File: src/rtl/pipes_pkg.sv
// Shared pipeline types: per-stage payload structs, their widths, and the stage handshake bundle.
// Also holds small elaboration-time helpers used by pipe_elastic_stage.
package pipes_pkg;

   typedef logic u1;

   typedef struct packed {
      u1 valid;
      u1 ready;
   } pipe_hs_t;

   typedef struct packed {
      logic [31:0] pc;
      logic [31:0] instr;
   } fetch_data_t;

   typedef struct packed {
      logic [31:0] pc;
      logic [4:0]  rd;
      logic [4:0]  rs1;
      logic [4:0]  rs2;
      logic [31:0] imm;
      logic [3:0]  alu_op;
      u1           mem_rd;
      u1           mem_wr;
      u1           reg_wr;
   } decode_data_t;

   typedef struct packed {
      logic [31:0] pc;
      logic [31:0] alu_result;
      logic [31:0] store_data;
      logic [4:0]  rd;
      u1           mem_rd;
      u1           mem_wr;
      u1           reg_wr;
   } execute_data_t;

   typedef struct packed {
      logic [31:0] result;
      logic [4:0]  rd;
      u1           reg_wr;
   } memory_data_t;

   typedef struct packed {
      logic [31:0] wb_data;
      logic [4:0]  rd;
      u1           reg_wr;
   } writeback_data_t;

   localparam int FETCH_W     = $bits(fetch_data_t);
   localparam int DECODE_W    = $bits(decode_data_t);
   localparam int EXECUTE_W   = $bits(execute_data_t);
   localparam int MEMORY_W    = $bits(memory_data_t);
   localparam int WRITEBACK_W = $bits(writeback_data_t);

   // A single-entry buffer still needs a 1-bit pointer to keep the declarations legal.
   function automatic int ptr_width(input int depth);
      return (depth > 1) ? $clog2(depth) : 1;
   endfunction

endpackage

File: src/rtl/pipe_sat_counter.sv
// Saturating up-counter with synchronous clear; holds at all-ones once reached.
module pipe_sat_counter #(
   parameter int W = 32
) (
   input  logic         clk,
   input  logic         reset,
   input  logic         inc,
   input  logic         clear,
   output logic [W-1:0] value
);

   // NOTE: state registers use non-blocking assignments so every flop samples pre-edge values.
   always_ff @(posedge clk or posedge reset) begin
      if (reset) begin
         value <= '0;
      end else if (clear) begin
         value <= '0;
      end else if (inc && (value != '1)) begin
         value <= value + 1'b1;
      end
   end

endmodule

File: src/rtl/pipe_elastic_stage.sv
// Elastic valid/ready FIFO stage between pipeline stages, DEPTH entries deep, with synchronous
// flush and a saturating count of downstream back-pressure cycles.
module pipe_elastic_stage
   import pipes_pkg::*;
#(
   parameter int DATA_W = 64,
   parameter int DEPTH  = 2,
   parameter int STAT_W = 32
) (
   input  logic                       clk,
   input  logic                       reset,
   input  logic                       flush,
   input  logic                       in_valid,
   output logic                       in_ready,
   input  logic [DATA_W-1:0]          in_data,
   output logic                       out_valid,
   input  logic                       out_ready,
   output logic [DATA_W-1:0]          out_data,
   output logic [$clog2(DEPTH+1)-1:0] count,
   output logic [STAT_W-1:0]          stall_cycles
);

   localparam int CNT_W = $clog2(DEPTH + 1);
   localparam int PTR_W = ptr_width(DEPTH);

   if (DEPTH < 1 || DATA_W < 1 || STAT_W < 1) begin : g_bad_params
      $error("pipe_elastic_stage: DEPTH, DATA_W and STAT_W must all be >= 1");
   end

   logic [DATA_W-1:0] mem [DEPTH];
   logic [PTR_W-1:0]  rd_ptr;
   logic [PTR_W-1:0]  wr_ptr;
   logic [CNT_W-1:0]  count_next;
   logic              push;
   logic              pop;

   // Explicit wrap so non-power-of-two depths never index past the last entry.
   function automatic logic [PTR_W-1:0] ptr_inc(input logic [PTR_W-1:0] p);
      return (p == PTR_W'(DEPTH - 1)) ? '0 : p + 1'b1;
   endfunction

   if (DEPTH == 1) begin : g_single
      // A full register can still accept when the head leaves in the same cycle.
      assign in_ready = (count == '0) | out_ready;
   end else begin : g_skid
      assign in_ready = (count < CNT_W'(DEPTH));
   end

   assign out_valid  = (count != '0);
   assign out_data   = mem[rd_ptr];
   assign push       = in_valid & in_ready & ~flush;
   assign pop        = out_valid & out_ready;
   assign count_next = count + CNT_W'(push) - CNT_W'(pop);

   // NOTE: storage is cleared by reset here so out_data reads 0 while empty; drop the loop if that is not needed.
   always_ff @(posedge clk or posedge reset) begin
      if (reset) begin
         count  <= '0;
         rd_ptr <= '0;
         wr_ptr <= '0;
         for (int i = 0; i < DEPTH; i++) begin
            mem[i] <= '0;
         end
      end else if (flush) begin
         count  <= '0;
         rd_ptr <= '0;
         wr_ptr <= '0;
      end else begin
         count <= count_next;
         if (push) begin
            mem[wr_ptr] <= in_data;
            wr_ptr      <= ptr_inc(wr_ptr);
         end
         if (pop) begin
            rd_ptr <= ptr_inc(rd_ptr);
         end
      end
   end

   pipe_sat_counter #(
      .W (STAT_W)
   ) u_stall_cnt (
      .clk   (clk),
      .reset (reset),
      .inc   (out_valid & ~out_ready),
      .clear (1'b0),
      .value (stall_cycles)
   );

   a_count_bound : assert property (@(posedge clk) disable iff (reset)
      count <= CNT_W'(DEPTH));
   a_no_overflow : assert property (@(posedge clk) disable iff (reset)
      !(push && !pop && (count == CNT_W'(DEPTH))));

endmodule

File: config.mk
export PLATFORM = sky130hd
export DESIGN_NAME = pipe_elastic_stage
export DESIGN_NICKNAME = d
export VERILOG_FILES = /design/src/rtl/pipes_pkg.sv /design/src/rtl/pipe_sat_counter.sv /design/src/rtl/pipe_elastic_stage.sv
export SDC_FILE = /design/constraint.sdc
export NUM_CORES = 1
export LEC_CHECK = 0
export CAP_MARGIN = 20
export CORE_MARGIN = 2
export CORE_UTILIZATION = 45
export DETAILED_ROUTE_END_ITERATION = 12
export GPL_ROUTABILITY_DRIVEN = 0
export PLACE_DENSITY_LB_ADDON = 0.08
export SLEW_MARGIN = 40
export SYNTH_ARGS = -nofsm -noshare
export SYNTH_HDL_FRONTEND = slang
export SYNTH_SLANG_ARGS = --single-unit
File: constraint.sdc
create_clock -name clk -period 7.3 [get_ports clk]
set_clock_uncertainty 0.15 [all_clocks]
set_input_delay 1.46 -clock clk [delete_from_list [all_inputs] [get_ports clk]]
set_output_delay 1.46 -clock clk [all_outputs]
set_load 0.02 [all_outputs]
# --- Word-level counts from Yosys, hierarchy flattened ---
# Index checks and enable logic that the tools add are counted.
word_totals:
  reg_bits: 164
  in_bits: 69
  output_inout_bits: 100
classes:
  n_addsub: 5
  magnitude_cmp: 4
  eq_ne: 1
  n_mux: 13
  n_bitwise: 8
  reduce_logical: 6
ops:
  columns: ["op", "count"]
  rows:
  - ["$mux 64", 4]
  - ["$bwmux 128", 1]
  - ["$demux 64 s1", 1]
  - ["$add 32x1->32 const B", 1]
  - ["$ne 32x32->1 const B", 1]
  - ["$mux 1", 6]
  - ["$reduce_bool 2->1", 3]
  - ["$and 1x1->1", 4]
  - ["$ge 2x2->1 const B", 2]
  - ["$not 1->2", 2]
  - ["$add 1x1->1 const B", 2]
  - ["$add 2x1->2", 1]
  - ["$logic_and 1x1->1", 2]
  - ["$lt 2x1->1 const B", 1]
  - ["$lt 2x2->1 const B", 1]
  - ["$mux 2", 1]
  - ["$not 1->1", 2]
  - ["$reduce_and 2->1", 1]
  - ["$sub 2x1->2", 1]

# --- Depth between registers and ports, before layout ---
# Gate-level depths: netlist (run 1).
logic_depth:
  word_depth: 6
  ltp_mapped: 8
  mapped_depth_nobuf: 8

# --- Hierarchy ---
# Synthesis (run 1) repeated with hierarchy kept, for this count alone.
hier_totals:
  hier_cells: 552
  area_unflattened_um2: 7549.7
by_module_without_submodules:
  columns: ["mod", "n_inst", "cells_each", "area_per_inst_um2", "seq_area_each_um2"]
  rows:
  - ["pipe_elastic_stage", 1, 366, 5809.3, 3303.2]
  - ["pipe_sat_counter", 1, 186, 1740.4, 800.8]

# --- Worst setup path after synthesis (run 1) ---
# OpenSTA, ideal clock, no wires.
synth_timing:
  path_kind: "input to register"
  from: "in out_ready"
  to: "reg u_stall_cnt.value[30]"
  arrival_ps: 2751
  required_ps: 7019
  setup_slack_ps: 4268
  stages: 5
  n_path_buf: 0
  path_cell_list: "o21bai_1 or4_4 a2111oi_4 nand2_2 xnor2_1"
synth_via:
  elab_chain_cells: 3
synth_rtl:
  columns: ["item", "line_no", "text"]
  rows:
  - ["start, declared", "pipe_elastic_stage.sv:17", "input logic out_ready,"]
  - ["$not 1->1", "pipe_elastic_stage.sv:85", ".inc (out_valid & ~out_ready),"]
  - ["$and 1x1->1", "pipe_elastic_stage.sv:85", null]
  - ["$logic_and 1x1->1", "pipe_sat_counter.sv:18", "end else if (inc && (value != '1)) begin"]
  - ["end signal, assigned", "pipe_sat_counter.sv:19", "value <= value + 1'b1;"]
  - ["end, declared", "pipe_sat_counter.sv:9", "output logic [W-1:0] value"]
# No other way between the ends.
# A chain may end at the register's enable or synchronous reset.

# --- Final worst setup path (run 1) ---
layout_timing:
  from: "reg rd_ptr"
  to: "out out_data[20]"
layout_via:
  elab_chain_cells: 4
layout_rtl:
  columns: ["item", "line_no", "text"]
  rows:
  - ["start, declared", "pipe_elastic_stage.sv:31", "logic [PTR_W-1:0] rd_ptr;"]
  - ["start signal, assigned", "pipe_elastic_stage.sv:75", "rd_ptr <= ptr_inc(rd_ptr);"]
  - ["$not 1->2 (implied by the code)", "pipe_elastic_stage.sv:50", "assign out_data = mem[rd_ptr];"]
  - ["$mux 64 (implied by the code) (3 in series)", "pipe_elastic_stage.sv:50", null]
  - ["end, declared", "pipe_elastic_stage.sv:18", "output logic [DATA_W-1:0] out_data,"]
# No other way between the ends. The select of a mux whose other input is x is not followed.

==> flow_summary.ini, run 1 <==
[power]
p_sw_mw = 1.308
sw_frac_of_total = 0.3179
power_density_mw_per_mm2 = 420.1
clkPwrFrac = 0.209
p_leak_nw = 3.952
seq_power_share = 0.363
peakVddDrop_mv = 0.2011
p_int_mw = 2.807
p_comb_frac = 0.428

[detailed_routing]
vias = 4744
drc = 0
drtAntennaViolNets = 0
met2_length_um = 7805
dr_wl_met3_um = 818
top_layer_used = met4
met1_length_um = 7203
wl_per_cell_um = 17.61
viasPerCell = 5.202
drt_iter0_markers = 264
wirelength_um = 16060
firstDrtPassIters = 4

[grt]
grt_usage = 0.1953
grt-ovfl-total = 0
antenna_found_initial = 0
grt_pass1_vias = 5182
grt_max_degree = 116
grt_pass1_wl_um = 26960

[critical_path]
path_delay_family = buffers and inverters
end_kind = output pin
critical_path_required_ns = 5.69
crit_type = flip-flop to output pin
worst_r2r_path_depth = 6
max_stage_delay_ns = 0.69
critPathLaunchType = flip-flop
r2r-start = u_stall_cnt.value[0]
r2r-end = u_stall_cnt.value[6]
cp_max_fo = 45
path_buf_inv = 2
crit_path_top_delay_cell = dfrtp_2
crit_chain = buf_4, mux2_2, clkdlybuf4s50_1
worstPathArrival_ns = 2.72
r2r_setup_slack_ns = 4.94

[placement]
placed_area_mm2 = 0.009223
dp.cells = 881
dpl.hpwl_um = 10590
dp_slack_ns = 3.370
place.port_buffers = 168

[finish]
drive_above_1_share = 0.3463
seqCellArea_mm2 = 0.004105
n_antenna_cell = 0
syn_to_final_growth_pct = 34.05
final_cell_area_mm2 = 0.009798
n_fill_cell = 1243
instances_no_fill = 912
final_nets = 756
multi_input_area_mm2 = 0.003098

[synthesis]
avgSynthCellArea_um2 = 14.22
async_flop_share = 1.000
yosysWarnings = 0
synth-seq-area-share = 0.5615
synth-edff-count = 0
synthTopCellsByArea = dfrtp_1 56%, mux2_2 30%, xnor2_1 3.4%, nand4_1 1.6%, nand3_1 1.0%
ys_types = 35
syn_inst = 514
synth_nets = 586
synth.largest_area_cell = dfrtp_1
synth_top_area_frac = 0.5615
syn_area_mm2 = 0.007310
yosys-top-cells-count = 194 x mux2_2, 164 x dfrtp_1, 28 x xnor2_1, 19 x nand4_1, 15 x nand3_1
yosysMostFrequentCell = mux2_2
synth_flop_cell = dfrtp_1
synth-seq-cells = 164

[floorplanning]
start_util = 0.4601
die_y_um = 131.5
io_pins = 169
dieArea_mm2 = 0.01728
placementRows = 46
die_x_um = 131.5
core_mm2 = 0.01589

[sta]
tightest_slew_ns = 0.8338
rsz0062_at_grt = false
hold_violations = 0
slew_headroom = 0.4442
fin_setup_tns_ns = 0
max_freq_ghz = 0.2308
hold-worst-slack_ns = 0.3524
fin_crit_sh = 0.5936
setup_violations = 0
setup_ws_ns = 2.966
slew_violations = 0
fin_crit_ns = 4.334

[clock_tree]
cts_resized = 0
worstSkewPairLatency_ns = 0.42
cts_made_buffers = 17
htree_num_levels = 4
cts-hold-fix-buffers = 0
post_cts.repair.setup_buffers = 0
cts-root-buf = clkbuf_16
tritoncts = built
cts_sinks = 164
clk_path_buf_depth = 2
clkTransAtPathRegs_ns = 0.06

[status]
status = completed

[hold_path]
worst_hold_path.num_cells = 1
holdCritPathClass = flip-flop to flip-flop
hold_end = mem[127]
min_from = mem[127]

[run]
max-cap-violations = 0
[area by class of cell]
| type | instances | share of cell area |
|---|---|---|
| Clock buffer | 22 | 0.04738 |
| Clock inverter | 9 | 0.01085 |
| Inverter | 6 | 0.003576 |
| Multi-Input combinational cell | 323 | 0.3162 |
| Sequential cell | 164 | 0.4190 |
| Tap cell | 216 | 0.02758 |
| Timing Repair Buffer | 172 | 0.1755 |
[routing by layer]
| layer | track usage | vias to the layer above |
|---|---|---|
| li1 | - | 2182 |
| met1 | 0.2577 | 2406 |
| met2 | 0.3130 | 139 |
| met3 | 0.04861 | 17 |
| met4 | 0.07307 | 0 |
| met5 | 0 | - |
[power groups by stage]
stage / Sequential (mW) / Clock [mW] / Combinational, mW
3_5_place_dp: 1.51 / 0 / 1.78
6_report: 1.49 / 0.860 / 1.76
2_1_floorplan: 1.45 / 0 / 1.10
5_1_grt: 1.55 / 0.931 / 1.87
3_3_place_gp: 1.49 / 0 / 1.75
4_1_cts: 1.50 / 0.884 / 1.79
[cells by family after synthesis]
kind of cell    synth area share
simple gates             0.06676
compound gates           0.01096
buf+inv                  0.01609
xor+xnor                 0.04074
mux                       0.2989
fa+ha+maj               0.005136
flops                     0.5615
[state kept, by name, summed over array words and instances (netlist names)]
register           count
u_stall_cnt.value     32
rd_ptr                 1
count                  2
mem                  128
wr_ptr                 1
[through the flow]
stage	total power [mW]	utilization
after floorplan	2.543	-
after global routing	4.352	0.6168
after global placement	3.241	0.5799
after detailed placement	3.288	0.5806
after CTS	4.166	0.6165
final	4.116	0.6168
[cell usage in the layout, fill, tap and decap left out, drive strengths merged, types with 2 or more instances in the layout]
cell | netlist | layout
inv | 6 | 5
or2 | 2 | 2
mux2 | 194 | 194
clkbuf | 8 | 22
and3 | 9 | 9
ha | 3 | 3
buf | 13 | 4
nand2 | 10 | 10
or3 | 2 | 2
dfrtp | 164 | 164
nor4 | 3 | 3
and2 | 3 | 3
xor2 | 6 | 6
and4 | 3 | 3
clkinvlp | 0 | 3
xnor2 | 28 | 28
clkdlybuf4s50 | 0 | 168
bufinv | 0 | 2
clkinv | 0 | 5
nor2b | 2 | 2
nand4 | 19 | 19
nand3 | 16 | 16
nor2 | 12 | 12
[how the worst max path moves through the flow]
| stage | start | to | slack (ns) | cells past startpoint |
|---|---|---|---|---|
| 6_report | rd_ptr | out_data[20] | 2.97 | 3 |
| 5_1_grt | rd_ptr | out_data[33] | 2.83 | 3 |
| 4_1_cts | rd_ptr | out_data[33] | 2.91 | 3 |
| 3_5_place_dp | rd_ptr | out_data[33] | 3.37 | 3 |
| 3_3_place_gp | rd_ptr | out_data[33] | 3.37 | 3 |
| 2_1_floorplan | reset | count[0] | 1.26 | 1 |
(Power assumes the default switching activity.)
==> run 2, diff against run 1 <==
==> constraint.sdc (replaced) <==
create_clock -name clk -period 4.2 [get_ports clk]
set_clock_uncertainty 0.15 [all_clocks]
set_input_delay 0.84 -clock clk [delete_from_list [all_inputs] [get_ports clk]]
set_output_delay 0.84 -clock clk [all_outputs]
set_load 0.02 [all_outputs]
==> flow_summary.ini, run 2 (synthesis results as in run 1) <==
[sta]
slew_violations = 0
slew_headroom = 0.4732
fin_crit_ns = 3.293
setup_violations = 0
fin_setup_tns_ns = 0
rsz0062_at_grt = false
tightest_slew_ns = 0.7902
max_freq_ghz = 0.3036
hold_violations = 0
fin_crit_sh = 0.7841

[clock_tree]
tritoncts = built
cts-root-buf = clkbuf_16
htree_num_levels = 4
post_cts.repair.setup_buffers = 0
cts_sinks = 164
cts-hold-fix-buffers = 0
clk_path_buf_depth = 2
worstSkewPairLatency_ns = 0.42
cts_made_buffers = 17
clkTransAtPathRegs_ns = 0.06
cts_resized = 0

[hold_path]
worst_hold_path.num_cells = 1
hold_end = mem[96]
holdCritPathClass = flip-flop to flip-flop
min_from = mem[96]

[critical_path]
crit_path_top_delay_cell = dfrtp_2
cp_max_fo = 22
crit_chain = buf_4, mux2_2, clkdlybuf4s50_1
max_stage_delay_ns = 0.54
critPathLaunchType = flip-flop
r2r_setup_slack_ns = 1.88
worst_r2r_path_depth = 5
critical_path_required_ns = 3.21
crit_type = flip-flop to output pin
end_kind = output pin
r2r-end = mem[20]
worstPathArrival_ns = 2.30
r2r-start = count[1]

[grt]
grt-ovfl-total = 0
grt_pass1_vias = 5173
grt_usage = 0.1935
grt_max_degree = 133
antenna_found_initial = 0
grt_pass1_wl_um = 26650

[detailed_routing]
drtAntennaViolNets = 0
vias = 4736
drt_iter0_markers = 163
wirelength_um = 16110
viasPerCell = 5.165
wl_per_cell_um = 17.56
firstDrtPassIters = 5
drc = 0

[placement]
place.port_buffers = 168
dp.cells = 885
dpl.hpwl_um = 10760

[power]
p_leak_nw = 4.042
power_density_mw_per_mm2 = 745.1
peakVddDrop_mv = 0.4349

[finish]
final_nets = 760
n_antenna_cell = 0
largest_register = mem
top_regs = mem x128, u_stall_cnt.value x32, count x2
instances_no_fill = 917
syn_to_final_growth_pct = 36.58
final_common_cell = mux2_2
largest_reg_flops = 128
drive_above_1_share = 0.3552
most-common-layout-cells = 194 x mux2_2, 168 x clkdlybuf4s50_1, 163 x dfrtp_1

[floorplanning]
placementRows = 46
start_util = 0.4601
core_mm2 = 0.01589
io_pins = 169
die_y_um = 131.5
dieArea_mm2 = 0.01728
die_x_um = 131.5

[run]
max-cap-violations = 0

[status]
status = completed
[run 2: cell count changes in the layout (fill, tap and decap cells not counted)]
cell,delta
clkbuf_1,-3
bufinv_16,+3
buf_6,-2
clkinvlp_4,-2
clkinv_8,-1
buf_12,+6
clkbuf_8,+1
clkinv_4,+2
inv_6,+1
[run 2: report_power, final]
part / switching, mW / total [mW] / internal (mW) / leakage, nW
combinational: 1.36 / 3.13 / 1.77 / 1.70
clock: 0.627 / 1.73 / 1.10 / 0.330
sequential: 0.342 / 2.58 / 2.23 / 2.01
total: 2.33 / 7.44 / 5.11 / 4.04
[run 2: final cells by class]
class | instances | area, µm²
clock buffer | 20 | 466.7
clock inverter | 12 | 200.2
fill | 1269 | 5902
inverter | 6 | 26.28
multi-input combinational | 323 | 3098
sequential | 164 | 4105
tap | 216 | 270.3
timing repair buffer | 176 | 1817
[run 2: critical path, delay by kind of cell (launching register included)]
kind | cells | cell delay, ns
buffers and inverters | 2 | 0.92
DFF | 1 | 0.54
muxes | 1 | 0.41
[run 2: worst max path at each step]
stage | cells past startpoint | slack [ns] | start | to
after floorplan | 1 | 1.13 | reset | count[0]
after global placement | 6 | 1.06 | in_valid | mem[15]
after detailed placement | 6 | 1.02 | in_valid | mem[30]
after CTS | 3 | 0.87 | rd_ptr | out_data[32]
after global routing | 3 | 0.83 | rd_ptr | out_data[56]
final | 3 | 0.91 | rd_ptr | out_data[45]
[run 2: layer usage]
layer  routed length [µm]  track usage
met1                 7500       0.2602
met2                 7662       0.3092
met3                  749      0.04745
met4                  194      0.06341
met5                    0            0
[run 2: through the flow]
stage	area [µm²]	power, mW	utilization	setup WS (ns)	hold WS, ns
floorplan	7313	4.420	-	1.125	0.3250
global placement	9316	5.658	0.5865	1.057	0.3330
detailed placement	9316	5.754	0.5865	1.018	0.3397
CTS	9983	7.520	0.6285	0.8713	0.3548
global route	9983	7.818	0.6285	0.8296	0.3653
finish	9983	7.439	0.6285	0.9067	0.3495
==> run 3, diff against run 2 <==
==> constraint.sdc (replaced) <==
create_clock -name clk -period 3.1 [get_ports clk]
set_clock_uncertainty 0.15 [all_clocks]
set_input_delay 0.62 -clock clk [delete_from_list [all_inputs] [get_ports clk]]
set_output_delay 0.62 -clock clk [all_outputs]
set_load 0.02 [all_outputs]
==> flow_summary.ini, run 3 (synthesis results as in run 1) <==
[power]
clkPwrFrac = 0.221
p_sw_mw = 3.203
seq_power_share = 0.352
sw_frac_of_total = 0.3221
p_comb_frac = 0.427
p_int_mw = 6.741
power_density_mw_per_mm2 = 996.9
peakVddDrop_mv = 0.5121
p_leak_nw = 4.025

[sta]
slew_violations = 0
setup_violations = 0
max_freq_ghz = 0.3366
hold-worst-slack_ns = 0.3489
slew_headroom = 0.6526
fin_setup_tns_ns = 0
fin_crit_ns = 2.971
rsz0062_at_grt = false
hold_violations = 0
tightest_slew_ns = 0.5187
fin_crit_sh = 0.9583

[floorplanning]
core_mm2 = 0.01589
die_y_um = 131.5
placementRows = 46
dieArea_mm2 = 0.01728
die_x_um = 131.5
start_util = 0.4601
io_pins = 169

[clock_tree]
cts-hold-fix-buffers = 0
clk_path_buf_depth = 2
cts-root-buf = clkbuf_16
cts_made_buffers = 17
post_cts.repair.setup_buffers = 0
cts_resized = 0
htree_num_levels = 4
worstSkewPairLatency_ns = 0.43
cts_sinks = 164
clkTransAtPathRegs_ns = 0.07
tritoncts = built

[detailed_routing]
wl_per_cell_um = 17.60
vias = 4800
drt_iter0_markers = 239
drtAntennaViolNets = 0
drc = 0
viasPerCell = 5.223
wirelength_um = 16170
firstDrtPassIters = 4

[grt]
grt_pass1_vias = 5272
grt_max_degree = 81
grt_usage = 0.1945
grt-ovfl-total = 0
antenna_found_initial = 0
grt_pass1_wl_um = 27170

[critical_path]
worst_r2r_path_depth = 6
r2r-end = u_stall_cnt.value[20]
r2r-start = u_stall_cnt.value[0]
worstPathArrival_ns = 2.20
crit_type = flip-flop to output pin
cp_max_fo = 13
critical_path_required_ns = 2.33
r2r_setup_slack_ns = 0.86
end_kind = output pin
critPathLaunchType = flip-flop

[finish]
top_regs = mem x128, u_stall_cnt.value x32, count x2
drive_above_1_share = 0.3570
final_common_cell = mux2_2
syn_to_final_growth_pct = 36.46
n_antenna_cell = 0
most-common-layout-cells = 194 x mux2_2, 168 x clkdlybuf4s50_1, 163 x dfrtp_1
largest_reg_flops = 128
final_nets = 762
largest_register = mem

[hold_path]
holdCritPathClass = input port to asynchronous set/reset pin

[placement]
place.port_buffers = 168
dpl.hpwl_um = 10920

[status]
status = completed

[run]
max-cap-violations = 0
run 3: metrics by stage:
stage | instances | util | cell area (µm²) | total power, mW | setup slack [ns]
2_1_floorplan | 514 | - | 7313 | 5.989 | 0.2452
3_3_place_gp | 887 | 0.5890 | 9356 | 7.664 | 0.4090
3_5_place_dp | 887 | 0.5890 | 9356 | 7.837 | 0.3821
4_1_cts | 919 | 0.6279 | 9975 | 10.08 | 0.09014
5_1_grt | 919 | 0.6279 | 9975 | 10.49 | 0.02304
6_report | 919 | 0.6279 | 9975 | 9.944 | 0.1292
run 3: area by class of cell:
class / count / area (µm²)
Multi-Input combinational cell: 323 / 3098
Tap cell: 216 / 270.3
Sequential cell: 164 / 4105
Clock inverter: 15 / 192.7
Timing Repair Buffer: 178 / 1857
Inverter: 6 / 26.28
Clock buffer: 17 / 425.4
Fill cell: 1251 / 5911
run 3: worst max path at each step:
stage                             to  slack (ns)  cells after the start      start
6_report                out_data[10]        0.13                      3     rd_ptr
5_1_grt                 out_data[44]        0.02                      3     rd_ptr
4_1_cts                 out_data[10]        0.09                      3     rd_ptr
3_5_place_dp   u_stall_cnt.value[30]        0.38                      6  out_ready
3_3_place_gp   u_stall_cnt.value[30]        0.41                      6  out_ready
2_1_floorplan               count[0]        0.25                      1      reset
run 3: power by group through the flow:
stage | Combinational, mW | Sequential (mW) | Clock, mW
after CTS | 4.31 | 3.51 | 2.25
final | 4.25 | 3.50 | 2.20
after global placement | 4.20 | 3.46 | 0
after detailed placement | 4.29 | 3.55 | 0
after global routing | 4.51 | 3.63 | 2.34
after floorplan | 2.58 | 3.41 | 0
run 3: worst max-delay path, stage by stage, from the launching register on:
cell and delay [ns]:
dfrtp_2 0.60, buf_4 0.28, mux2_2 0.35, clkdlybuf4s50_1 0.55
run 3: metal layers:
layer	track usage	vias to the layer above	wire, µm
met5	0	-	0
met4	0.06039	0	228
met2	0.3147	142	7829
met3	0.05941	20	931
li1	-	2199	-
met1	0.2517	2439	7184
